**config.mk**
```make
export PLATFORM = sky130hd
export DESIGN_NAME = spram_arbiter
export DESIGN_NICKNAME = d
export VERILOG_FILES = /design/src/rtl/spram_arbiter.sv
export SDC_FILE = /design/constraint.sdc
export NUM_CORES = 1
export LEC_CHECK = 0
export BUFFER_PORTS_ARGS = -buffer_cell sky130_fd_sc_hd__buf_4
export CELL_PAD_IN_SITES_DETAIL_PLACEMENT = 2
export CELL_PAD_IN_SITES_GLOBAL_PLACEMENT = 2
export CORE_MARGIN = 2
export CORE_UTILIZATION = 30
export CTS_CLUSTER_SIZE = 40
export DETAILED_ROUTE_END_ITERATION = 8
export PLACE_DENSITY = 0.82
export SYNTH_ARGS = -nofsm -noshare
export SYNTH_HDL_FRONTEND = slang
export SYNTH_SLANG_ARGS = --single-unit
```
**constraint.sdc**
```tcl
create_clock -name clk -period 4.8 [get_ports clk]
set_input_delay 0.96 -clock clk [delete_from_list [all_inputs] [get_ports clk]]
set_output_delay 0.96 -clock clk [all_outputs]
set_load 0.01 [all_outputs]
```
**src/rtl/spram_arbiter.sv**
```systemverilog
// Two-requester round-robin arbiter with grant locking in front of a single-port RAM.
// Define SPRAM_ARB_STATS_EN to add saturating per-requester grant counters (gnt_cnt0/gnt_cnt1).
module spram_arbiter #(
    parameter int AW     = 16,
    parameter int DW     = 64,
    parameter int RD_LAT = 1
) (
    input  logic                clk,
    input  logic                reset,
    input  logic [1:0]          rq_valid,
    output logic [1:0]          rq_ready,
    input  logic [1:0]          rq_wen,
    input  logic [1:0]          rq_lock,
    input  logic [1:0][AW-1:0]  rq_addr,
    input  logic [1:0][DW-1:0]  rq_wdata,
    output logic [1:0]          rs_valid,
    output logic [1:0][DW-1:0]  rs_rdata,
    output logic [AW-1:0]       addr,
    output logic                wen,
    output logic                me,
    output logic [DW-1:0]       wdata,
    input  logic [DW-1:0]       rdata
`ifdef SPRAM_ARB_STATS_EN
    ,
    output logic [31:0]         gnt_cnt0,
    output logic [31:0]         gnt_cnt1
`endif
);

    typedef enum logic {
        ST_ARB,
        ST_LOCKED
    } state_e;

    state_e state_q, state_d;
    logic   owner_q, owner_d;
    logic   last_q, last_d;
    logic   gnt_idx;
    logic   accept;

    always_ff @(posedge clk or negedge reset) begin
        if (!reset) begin
            state_q <= ST_ARB;
            owner_q <= 1'b0;
            last_q  <= 1'b1;
        end else begin
            state_q <= state_d;
            owner_q <= owner_d;
            last_q  <= last_d;
        end
    end

    // The requester that did not win last has priority when both ask; a lock pins the grant.
    always_comb begin
        state_d = state_q;
        owner_d = owner_q;
        last_d  = last_q;
        gnt_idx = 1'b0;
        accept  = 1'b0;
        case (state_q)
            ST_ARB: begin
                if (rq_valid == 2'b11) begin
                    gnt_idx = ~last_q;
                end else begin
                    gnt_idx = rq_valid[1];
                end
                accept = |rq_valid;
            end
            ST_LOCKED: begin
                gnt_idx = owner_q;
                accept  = rq_valid[owner_q];
            end
            default: begin
                gnt_idx = 1'b0;
                accept  = 1'b0;
            end
        endcase

        if (accept) begin
            if (rq_lock[gnt_idx]) begin
                state_d = ST_LOCKED;
                owner_d = gnt_idx;
            end else begin
                state_d = ST_ARB;
                last_d  = gnt_idx;
            end
        end

        rq_ready = 2'b00;
        if (accept) begin
            rq_ready = gnt_idx ? 2'b10 : 2'b01;
        end
    end

    logic          me_q, wen_q;
    logic [AW-1:0] addr_q;
    logic [DW-1:0] wdata_q;

    always_ff @(posedge clk or negedge reset) begin
        if (!reset) begin
            me_q    <= 1'b0;
            wen_q   <= 1'b0;
            addr_q  <= '0;
            wdata_q <= '0;
        end else begin
            me_q  <= accept;
            wen_q <= accept & rq_wen[gnt_idx];
            if (accept) begin
                addr_q  <= rq_addr[gnt_idx];
                wdata_q <= rq_wdata[gnt_idx];
            end
        end
    end

    assign me    = me_q;
    assign wen   = wen_q;
    assign addr  = addr_q;
    assign wdata = wdata_q;

    // Stage k holds the read issued k cycles after the command reached the RAM port.
    logic [RD_LAT:0] tag_vld_q;
    logic [RD_LAT:0] tag_id_q;

    always_ff @(posedge clk or negedge reset) begin
        if (!reset) begin
            tag_vld_q <= '0;
            tag_id_q  <= '0;
        end else begin
            tag_vld_q <= {tag_vld_q[RD_LAT-1:0], accept & ~rq_wen[gnt_idx]};
            tag_id_q  <= {tag_id_q[RD_LAT-1:0], gnt_idx};
        end
    end

    logic [1:0]         rs_valid_q, rs_valid_d;
    logic [1:0][DW-1:0] rs_rdata_q;

    always_comb begin
        rs_valid_d = 2'b00;
        if (tag_vld_q[RD_LAT]) begin
            rs_valid_d = tag_id_q[RD_LAT] ? 2'b10 : 2'b01;
        end
    end

    always_ff @(posedge clk or negedge reset) begin
        if (!reset) begin
            rs_valid_q <= 2'b00;
            rs_rdata_q <= '0;
        end else begin
            rs_valid_q <= rs_valid_d;
            for (int i = 0; i < 2; i++) begin
                if (rs_valid_d[i]) begin
                    rs_rdata_q[i] <= rdata;
                end
            end
        end
    end

    assign rs_valid = rs_valid_q;
    assign rs_rdata = rs_rdata_q;

`ifdef SPRAM_ARB_STATS_EN
    logic [31:0] gnt_cnt0_q, gnt_cnt1_q;

    always_ff @(posedge clk or negedge reset) begin
        if (!reset) begin
            gnt_cnt0_q <= '0;
            gnt_cnt1_q <= '0;
        end else begin
            if (accept && !gnt_idx && (gnt_cnt0_q != 32'hFFFF_FFFF)) begin
                gnt_cnt0_q <= gnt_cnt0_q + 32'd1;
            end
            if (accept && gnt_idx && (gnt_cnt1_q != 32'hFFFF_FFFF)) begin
                gnt_cnt1_q <= gnt_cnt1_q + 32'd1;
            end
        end
    end

    assign gnt_cnt0 = gnt_cnt0_q;
    assign gnt_cnt1 = gnt_cnt1_q;
`endif

endmodule

```
==> metrics list, run 1 <==
- Across the VDD grid, the largest voltage drop is 0.2155 mV.
- The floorplan has 62 rows.
- The clock arrives with between 0.015 and 0.02 ns of skew.
- In this run the power density over the cells is 576.6 mW/mm2.
- Outcome: complete, no violations
* I/O pin count: 446
- Yosys mapped the design onto 23 distinct sky130hd cell types.
- The design draws 7.675 mW.
- Routability cong.: about 0.74
- In the layout the commonest cells are 449 x sky130_fd_sc_hd__buf_4, 218 x sky130_fd_sc_hd__dfrtp_1, 128 x sky130_fd_sc_hd__mux2_2, 82 x sky130_fd_sc_hd__mux2i_1, 81 x sky130_fd_sc_hd__nand2_1.
- Clock tree root buffer cell: sky130_fd_sc_hd__clkbuf_16
- Timing analysis after detailed placement gives a worst setup slack of 1.741 ns.
- Reg2Reg Depth: 6
* Height of the chip: roughly 180 um
- Once the clock tree was built, the resizer swapped 0 gates to a different size.
- The number of slew-limit violations in the final report is 0.
- Once detail routing completed, the nets flagged for antenna violations numbered 0.
* Number of vias in the routed layout: 6972
- Hold timing on the final database bottoms out at a slack of 0.3549 ns.
- Post-CTS timing repair inserted 0 buffers for setup.
- Part of the power in the clock network: 24.2%
- In the final layout, the share of cells above drive strength 1 is a little under three fifths.
- Top post-synthesis cells by area: sky130_fd_sc_hd__dfrtp_1 62%, sky130_fd_sc_hd__mux2_2 16%, sky130_fd_sc_hd__mux2i_1 9.3%
- Worst setup path startpoint: rq_valid[1]
* Internal power consumption: 5.163 mW
* Max transition margin: 26.30%
* Critical path class: input pin to output pin
- Time the worst path needs with I/O delays and setup: 3.059 ns
* Clock input transition at the sequential cells of the worst setup and hold paths: 0.05 ns
* Final routed DRC violation total: 0
* Cts hold-fix bufs: 0
- The floorplan step defined a die boundary enclosing about 0.031 mm2.
* Count of non-filler cells in the finished layout: 1494
- For this run, the share of the core covered by cells in the final layout is a little under half.
- Number of DRC violations after detailed-routing iteration 0: 153
- In this run the critical register-to-register path is captured at owner_q.
- Signal arrival time at the worst endpoint: 2.10 ns
- # clock sinks: approximately 220
- Summed negative setup slack over all endpoints: 0 ns
- Number of storage elements in the synthesis netlist: 219
* Clock tree from TritonCTS: done
* Fillers: around 2900
- Relative to the synthesized area, the layout overhead comes to 51.24%.
- Diodes inserted: 0
* Buffer levels on the longest clock path: 3
- Vias in the first global route: 7957
* Setup repair after global routing missed its margin: no
* Mean area per synthesized cell: 13.46 um2
- Pin count of the biggest net entering global routing: 147
- Of the synthesized area, sequential elements account for between 60% and 70%.
* Final count of negative-setup-slack endpoints: 0
- Via-per-instance ratio: about 4.7
- The total area inside the core boundary comes to 0.02878 mm2.
- The tightest min-delay check is of the flip-flop to flip-flop type.
- The analysis attributes to cell leakage a power of 6.737 nW.
- Global-route wire length before repair: 49010 um
- The total overflow left after global routing is 0.
- Flop2flop setup slack: 2.55 ns
* Width of the die: 175.3 um
- The worst path meets setup with 1.741 ns of slack.
- At the worst endpoint, the required time is 3.84 ns.
- In the final layout, the multi-input gates occupy 0.003113 mm2.
* Synthesized instance count: 654
* Insertion delay of the later-clocked pin in the worst-skew pair: 0.51 ns
* Crit path capture type: output pin
- In this run the number of H-tree levels came out at 1.
* Highest attainable clock frequency: 0.3269 GHz
* Top cell type by total area after synthesis: sky130_fd_sc_hd__dfrtp_1
* Port buffer count: 445
- Number of placed instances with taps included: 1449
- In this run the critical register-to-register path is launched from state_q.
* Hold Fails Final Rpt: 0
- For this configuration, the core starts out at a cell density of 30.58%.
* Transition time of the tightest slew-check pin: 1.105 ns
* Yosys top cell area share: 61.98%
- Initial antenna violation count: 0
- The finished cells cover about 0.013 mm2.
- During synthesis, Yosys emitted a total of 0 warnings.
- Global routing used 20.84% of the available tracks.
- Net switching fraction of the power: 32.73%
- Leaving out fill and tap cells, the most frequent cell in the layout is sky130_fd_sc_hd__buf_4.
- The synthesized netlist occupies a cell area of a little under 0.009 mm2.
- After the last flow step, the layout net total stands at 1324.
- Before antenna repair, the detailed router went through 4 iterations.
- TritonCTS created 25 clock buffers.
- Detailed-route wire length: 32510 um
* Post-route fraction of the period consumed by the critical path: 63.73%
* DP Area: 0.01251 mm2
* Maximum fanout along the worst path: 20
- In this run the power spent charging and discharging nets is 2.512 mW.
- Registers take 0.005482 mm2.
* HPWL after detailed placement: 23310 um
* Combinational share of power: between 30% and 40%
* Seq pwr share: 38.8%
- Maximum capacitance violations: 0
- Startpoint type of the worst setup path: input pin
- In the final routed layout, each cell accounts on average for 21.76 um.
- In this run the worst setup path terminates at rq_ready[0].
* Net count of the mapped netlist: 886
==> critical path: stages <==
cell and delay (ns):
sky130_fd_sc_hd__buf_4 0.13, sky130_fd_sc_hd__nor2b_1 0.14, sky130_fd_sc_hd__a22oi_2 0.15, sky130_fd_sc_hd__buf_4 0.35
sky130_fd_sc_hd__inv_2 0.10, sky130_fd_sc_hd__nor2_1 0.12, sky130_fd_sc_hd__buf_4 0.13
==> kinds of logic (layout without fill, tap and decap cells) <==
logic type	Yosys count	in the layout	share of synthesized area (%)
flip-flops	219	219	62.28
buffers and inverters	44	500	2.673
AND/OR/NAND/NOR	93	93	4.109
AO/OA/AOI/OAI	88	88	5.232
multiplexers	210	210	25.70
==> final cells by class <==
cell class | count | area share (%)
Sequential cell | 219 | 41.18
Timing Repair Buffer | 452 | 25.74
Multi-Input combinational cell | 391 | 23.39
Clock buffer | 37 | 5.490
Tap cell | 384 | 3.610
Clock inverter | 8 | 0.5076
Inverter | 3 | 0.08460
==> registers in the layout, indices dropped and copies added, names as in the netlist <==
| name | count |
|---|---|
| rs_rdata | 128 |
| wdata | 64 |
| addr | 16 |
| rs_valid | 2 |
| tag_id_q | 2 |
| tag_vld_q | 2 |
| last_q | 1 |
| me | 1 |
| owner_q | 1 |
| state_q | 1 |
| wen | 1 |
==> metal layers <==
metal | routed length [um] | part of all wire (%) | global-route usage (%)
met1 | 11250 | 35 | 21.77
met2 | 17470 | 54 | 39.62
met3 | 3001 | 9.2 | 7.143
met4 | 783 | 2.4 | 5.278
met5 | 0 | 0 | 0
==> power by group through the flow <==
stage	sequential, mW	clock [mW]	combinational (mW)
finish	2.98	1.86	2.83
global route	3.08	1.99	3.03
CTS	2.99	1.92	2.89
detailed placement	2.99	0	2.84
global placement	2.91	0	2.75
floorplan	3.23	0	0.860
==> synthesized netlist by cell type <==
library cell and n:
sky130_fd_sc_hd__nor2b_1 2, sky130_fd_sc_hd__a22oi_1 1, sky130_fd_sc_hd__buf_2 17, sky130_fd_sc_hd__o21ai_1 57, sky130_fd_sc_hd__mux2_2 128, sky130_fd_sc_hd__o21ai_0 24, sky130_fd_sc_hd__inv_1 2, sky130_fd_sc_hd__nand2_1 82
sky130_fd_sc_hd__and2_1 1, sky130_fd_sc_hd__a2bb2oi_1 1, sky130_fd_sc_hd__mux2i_1 82, sky130_fd_sc_hd__a22oi_2 1, sky130_fd_sc_hd__nor2_1 6, sky130_fd_sc_hd__o2bb2ai_1 1, sky130_fd_sc_hd__buf_4 13, sky130_fd_sc_hd__inv_2 1
sky130_fd_sc_hd__dfrtp_1 218, sky130_fd_sc_hd__nor3_1 1, sky130_fd_sc_hd__clkbuf_1 11, sky130_fd_sc_hd__dfstp_2 1, sky130_fd_sc_hd__nand3b_1 1, sky130_fd_sc_hd__a21boi_1 1, sky130_fd_sc_hd__a21oi_1 2
==> worst min path at each step <==
stage                             from            to  slack (ns)  cells after the start
after detailed placement  tag_vld_q[0]  tag_vld_q[1]        0.34                      0
after floorplan            tag_id_q[0]   tag_id_q[1]        0.33                      0
final                     tag_vld_q[0]  tag_vld_q[1]        0.35                      0
after global routing      tag_vld_q[0]  tag_vld_q[1]        0.37                      0
after global placement    tag_vld_q[0]  tag_vld_q[1]        0.34                      0
after CTS                 tag_vld_q[0]  tag_vld_q[1]        0.36                      0
No activity file was read; power rests on OpenSTA's default activity.
==> inputs of run 2 (changes only) <==
- ABC_AREA: default -> 1
- CORE_UTILIZATION: 30 -> 25
- PLACE_DENSITY: 0.82 -> 0.76
- clock period: 4.8 -> 3.1 ns (I/O delays scaled with it)
==> run 2 against run 1 <==
Effect of this change: sequential power rose by 72%; first-iteration DRC count increased by 85%; hold slack lost 0.034 ns; area after synthesis up 1.3%; non-clock buffer count rose by 6; critical path depth down 1; wire length grew 12%; largest cell class unchanged; power up 91%.
==> metrics list, run 2 <==
- The library cell used most frequently in the layout, excluding fill and tap cells, is sky130_fd_sc_hd__buf_4.
- Commonest cells after routing, fill and taps aside: 450 x sky130_fd_sc_hd__buf_4, 243 x sky130_fd_sc_hd__nand3_1, 220 x sky130_fd_sc_hd__nand2_1, 218 x sky130_fd_sc_hd__dfrtp_1, 129 x sky130_fd_sc_hd__o21ai_0
- The number of distinct library cells after synthesis is 17 (-26%).
* Mean area per synthesized cell: 9.225 um2 (-31%)
- Net switching fraction of the power: 39.56% (+6.8 points)
- Width of the die: 192.8 um (+10%)
- Reg2Reg Depth: 5 (-1)
- The number of antenna repair diodes came to 0 (unchanged).
* Highest attainable clock frequency: 0.4104 GHz
- The fraction of power consumed by sequential logic was 35.0% (-3.8 points).
* Crit path depth: 6 (-1)
* Via-per-instance ratio: 4.633 (-0.73%)
- Leakage power: 6.988 nW (+3.7%)
* Crit-path max cell delay: 0.41 ns (+0.06 ns)
- Net count of the mapped netlist: 1198 (+35%)
- The buffer count from post-CTS setup fixing was 0 (unchanged).
* Final routed DRC violation total: 0 (unchanged)
- Placement row count: 69 (+11%)
* Buffer levels on the longest clock path: 3 (unchanged)
- Of all cell types, the one taking the most synthesized area is sky130_fd_sc_hd__dfrtp_1.
* Yosys top cell area share: 61.22% (-0.77 points)
- The placeable core region was 0.03531 mm2 (+23%).
- Combined buffer and inverter count along the critical path: 2 (-2)
- Number of warning messages in the yosys log: 0 (unchanged)
- Maximum fanout along the worst path: 26 (+30%)
* Synthesized instance count: 966 (+48%)
* Detailed-route wire length: 36320 um (+12%)
- sky130_fd_sc_hd__nand3_1 is the most common cell in the netlist.
- The worst path in the final design needs a cycle of 2.437 ns, including I/O delays and setup.
- The filler-free cell count of the finished design came to 1860 (+24%).
- Critical-path cell list: nand2_1 -> nand2_1 -> nand2_4 -> nand2_1 -> inv_1 -> buf_4
- Signal arrival time at the worst endpoint: 1.82 ns (-0.28 ns)
- The detailed placer's ending HPWL is 26000 um (+12%).
* Outcome: complete, no violations
- The slack of the worst reg-to-reg path came to 1.04 ns (-1.51 ns).
* Worst setup path startpoint: state_q
* Overall routing resource usage: 18.98% (-1.9 points)
- The final count of negative-setup-slack endpoints came to 0 (unchanged).
- Routability cong.: 0.7755 (+4.6%)
- The boundary pin count came to 446 (unchanged).
- Clock buffer count from CTS: 26 (+4.0%)
- The clock-pin slew on the worst setup and hold paths is 0.06 ns (about the same).
- The flip-flop count of the largest register, all copies and words added came to 128 (unchanged).
- Startpoint type of the worst setup path: flip-flop
- The number of global-route vias before repair is 9463 (+19%).
* Fraction of layout cells with a size suffix above 1: 35.74% (-21 points)
* Setup repair after global routing missed its margin: no
- Clock tree from TritonCTS: done
- The most numerous cell type found on the critical path is sky130_fd_sc_hd__nand2_1.
- The number of max-cap violations is 0 (unchanged).
- The initial core utilization is 25.24% (-5.3 points).
- The synthesized area was 0.008911 mm2 (+1.3%).
- Most instantiated cells after synthesis: 243 x sky130_fd_sc_hd__nand3_1, 223 x sky130_fd_sc_hd__nand2_1, 218 x sky130_fd_sc_hd__dfrtp_1
- Fillers: 3996 (+37%)
- Hold Fails Final Rpt: 0 (unchanged)
- The data required time of the critical path was 2.48 ns (-1.36 ns).
- The number of slew-limit violations in the final report was 0 (unchanged).
- Share of flip-flops with an asynchronous set or reset after synthesis: 100.0% (unchanged)
* Number of enable flip-flop cells after synthesis: 0 (unchanged)
- The power density over cell area came to 1093 mW/mm2 (+90%).
- The worst-skew pair later-pin latency is 0.53 ns (+0.02 ns).
- Crit path capture type: output pin
- Worst voltage drop across the vdd grid: 1.130 mV (+420%)
* Height of the chip: 192.8 um (+10%)
- The share of power burned in combinational logic was 44.9% (+8.0 points).
- Detail Route Antenna Nets: 0 (unchanged)
- # clock sinks: 219 (unchanged)
- The via count of the routed design came to 8617 (+24%).
* Top post-synthesis cells by area: sky130_fd_sc_hd__dfrtp_1 61%, sky130_fd_sc_hd__nand3_1 14%, sky130_fd_sc_hd__nand2_1 9.4%
* Number of DRC violations after detailed-routing iteration 0: 283 (+85%)
* Global-route wire length before repair: 54920 um (+12%)
* Clock tree root buffer cell: sky130_fd_sc_hd__clkbuf_16
- The post-route setup TNS came to 0 ns (unchanged).
- The worst path uses slightly below 80% of the clock period.
* Number of instances resized during post-cts repair: 0 (unchanged)
- Layout overhead on the synthesized area: 50.63%
* Overall die area: 0.03717 mm2 (+21%)
- The number of H-tree levels came to 1 (unchanged).
- Class of the tightest hold or removal check: input pin to flip-flop
- Internal power consumption: 8.866 mW (+72%)
* Kind of cell adding the most delay to the critical path: simple AND/OR/NAND/NOR gates
- Setup skew after layout: 0.008299 ns (-0.007287 ns)
- The net total in the final layout was 1612 (+22%).
* RR Startpoint: tag_vld_q[1]
* Sw Pwr: 5.804 mW (+130%)
* Critical-path cell with the highest stage delay: sky130_fd_sc_hd__dfrtp_1
* Transition time of the tightest slew-check pin: 1.024 ns (-0.08156 ns)
* Portion of the post-synthesis area used by sequential elements: 61.51% (-0.77 points)
* Initial antenna violation count: 0 (unchanged)
- End of the critical path: rq_ready[1]
- The sum of overflow across all layers after global routing is 0 (unchanged).
- Part of the power in the clock network: 20.2% (-4.0 points)
* Max transition margin: 31.74% (+5.4 points)
- The pin count of the biggest net entering global routing is 109 (-26%).
- In this run the critical register-to-register path is captured at rs_rdata[38].
- The count of TritonRoute iterations in the first routing pass came to 4 (unchanged).
- The critical path in this run is classified as flip-flop to output pin.
* Number of storage elements in the synthesis netlist: 219 (unchanged)
- Predominant post-synthesis flop cell: sky130_fd_sc_hd__dfrtp_1
- Port buffer count: 445 (unchanged)
- Routed length per instance: 19.52 um (-10%)
- Number of placed instances with taps included: 1812 (+25%)
-- run 2: area by class of cell --
class	count	area, um2	area share, %
repair buffers	458	3523	26.25
well taps	461	576.8	4.297
multi-input cells	603	2758	20.54
clock inverters	5	50.05	0.3729
flip-flops and latches	219	5482	40.84
clock buffers	42	762.0	5.677
inverters	72	271.5	2.023
-- run 2: cells by family after synthesis --
kind of cell | Yosys count | share of synthesized area, %
buffers and inverters | 144 | 7.793
DFF | 219 | 61.51
and+or+nand+nor | 472 | 23.34
AOI/OAI and AO/OA | 131 | 7.357
-- run 2: power by group through the flow --
stage / logic [mW] / clock network, mW / registers, mW
final: 6.59 / 2.96 / 5.13
after global routing: 7.35 / 3.19 / 5.31
after CTS: 6.74 / 3.07 / 5.15
after detailed placement: 6.69 / 0 / 5.16
after global placement: 6.47 / 0 / 5.09
after floorplan: 2.63 / 0 / 5.66
-- run 2: worst register-to-register path, cell delays in order, from the launching register on --
cell and delay (ns):
sky130_fd_sc_hd__dfrtp_1 0.41, sky130_fd_sc_hd__inv_1 0.07, sky130_fd_sc_hd__nor2_1 0.06, sky130_fd_sc_hd__clkinv_2 0.21, sky130_fd_sc_hd__buf_4 0.81, sky130_fd_sc_hd__o21ai_0 0.33
-- run 2: how the worst min path moves through the flow --
stage / endpoint / cells past startpoint / slack, ns / from
finish: owner_q / 3 / 0.32 / rq_lock[1]
global placement: tag_id_q[1] / 0 / 0.33 / tag_id_q[0]
detailed placement: tag_id_q[1] / 0 / 0.34 / tag_id_q[0]
global route: owner_q / 3 / 0.31 / rq_lock[1]
floorplan: addr[0] / 0 / 0.32 / reset
CTS: owner_q / 3 / 0.29 / rq_lock[1]
-- run 2: repair_timing --
action | 4_1_cts | 5_1_grt
hold buffers | 1 | 0
endpoints found under the hold margin | 34 | 0
endpoints found under the setup margin | 0 | 0
-- run 2: through the flow --
| stage | hold slack (ns) | total power [mW] | utilization [%] | worst slack, ns | instance area, um2 |
|---|---|---|---|---|---|
| floorplan | 0.3244 | 8.288 | - | 1.275 | 8911 |
| global placement | 0.3325 | 11.56 | 35.69 | 1.072 | 12600 |
| detailed placement | 0.3416 | 11.85 | 35.69 | 1.031 | 12600 |
| CTS | 0.2932 | 14.96 | 38.01 | 0.6088 | 13420 |
| global route | 0.3105 | 15.85 | 38.01 | 0.5504 | 13420 |
| finish | 0.3213 | 14.67 | 38.01 | 0.6633 | 13420 |
-- run 2: layer usage --
metal  vias up  GRT usage, %  share of wire [%]
met5         -             0                  0
met2       332         32.91                 49
met4         0         4.433                2.1
met3        49         7.820                 12
li1       3998             -                  -
met1      4238         21.71                 37
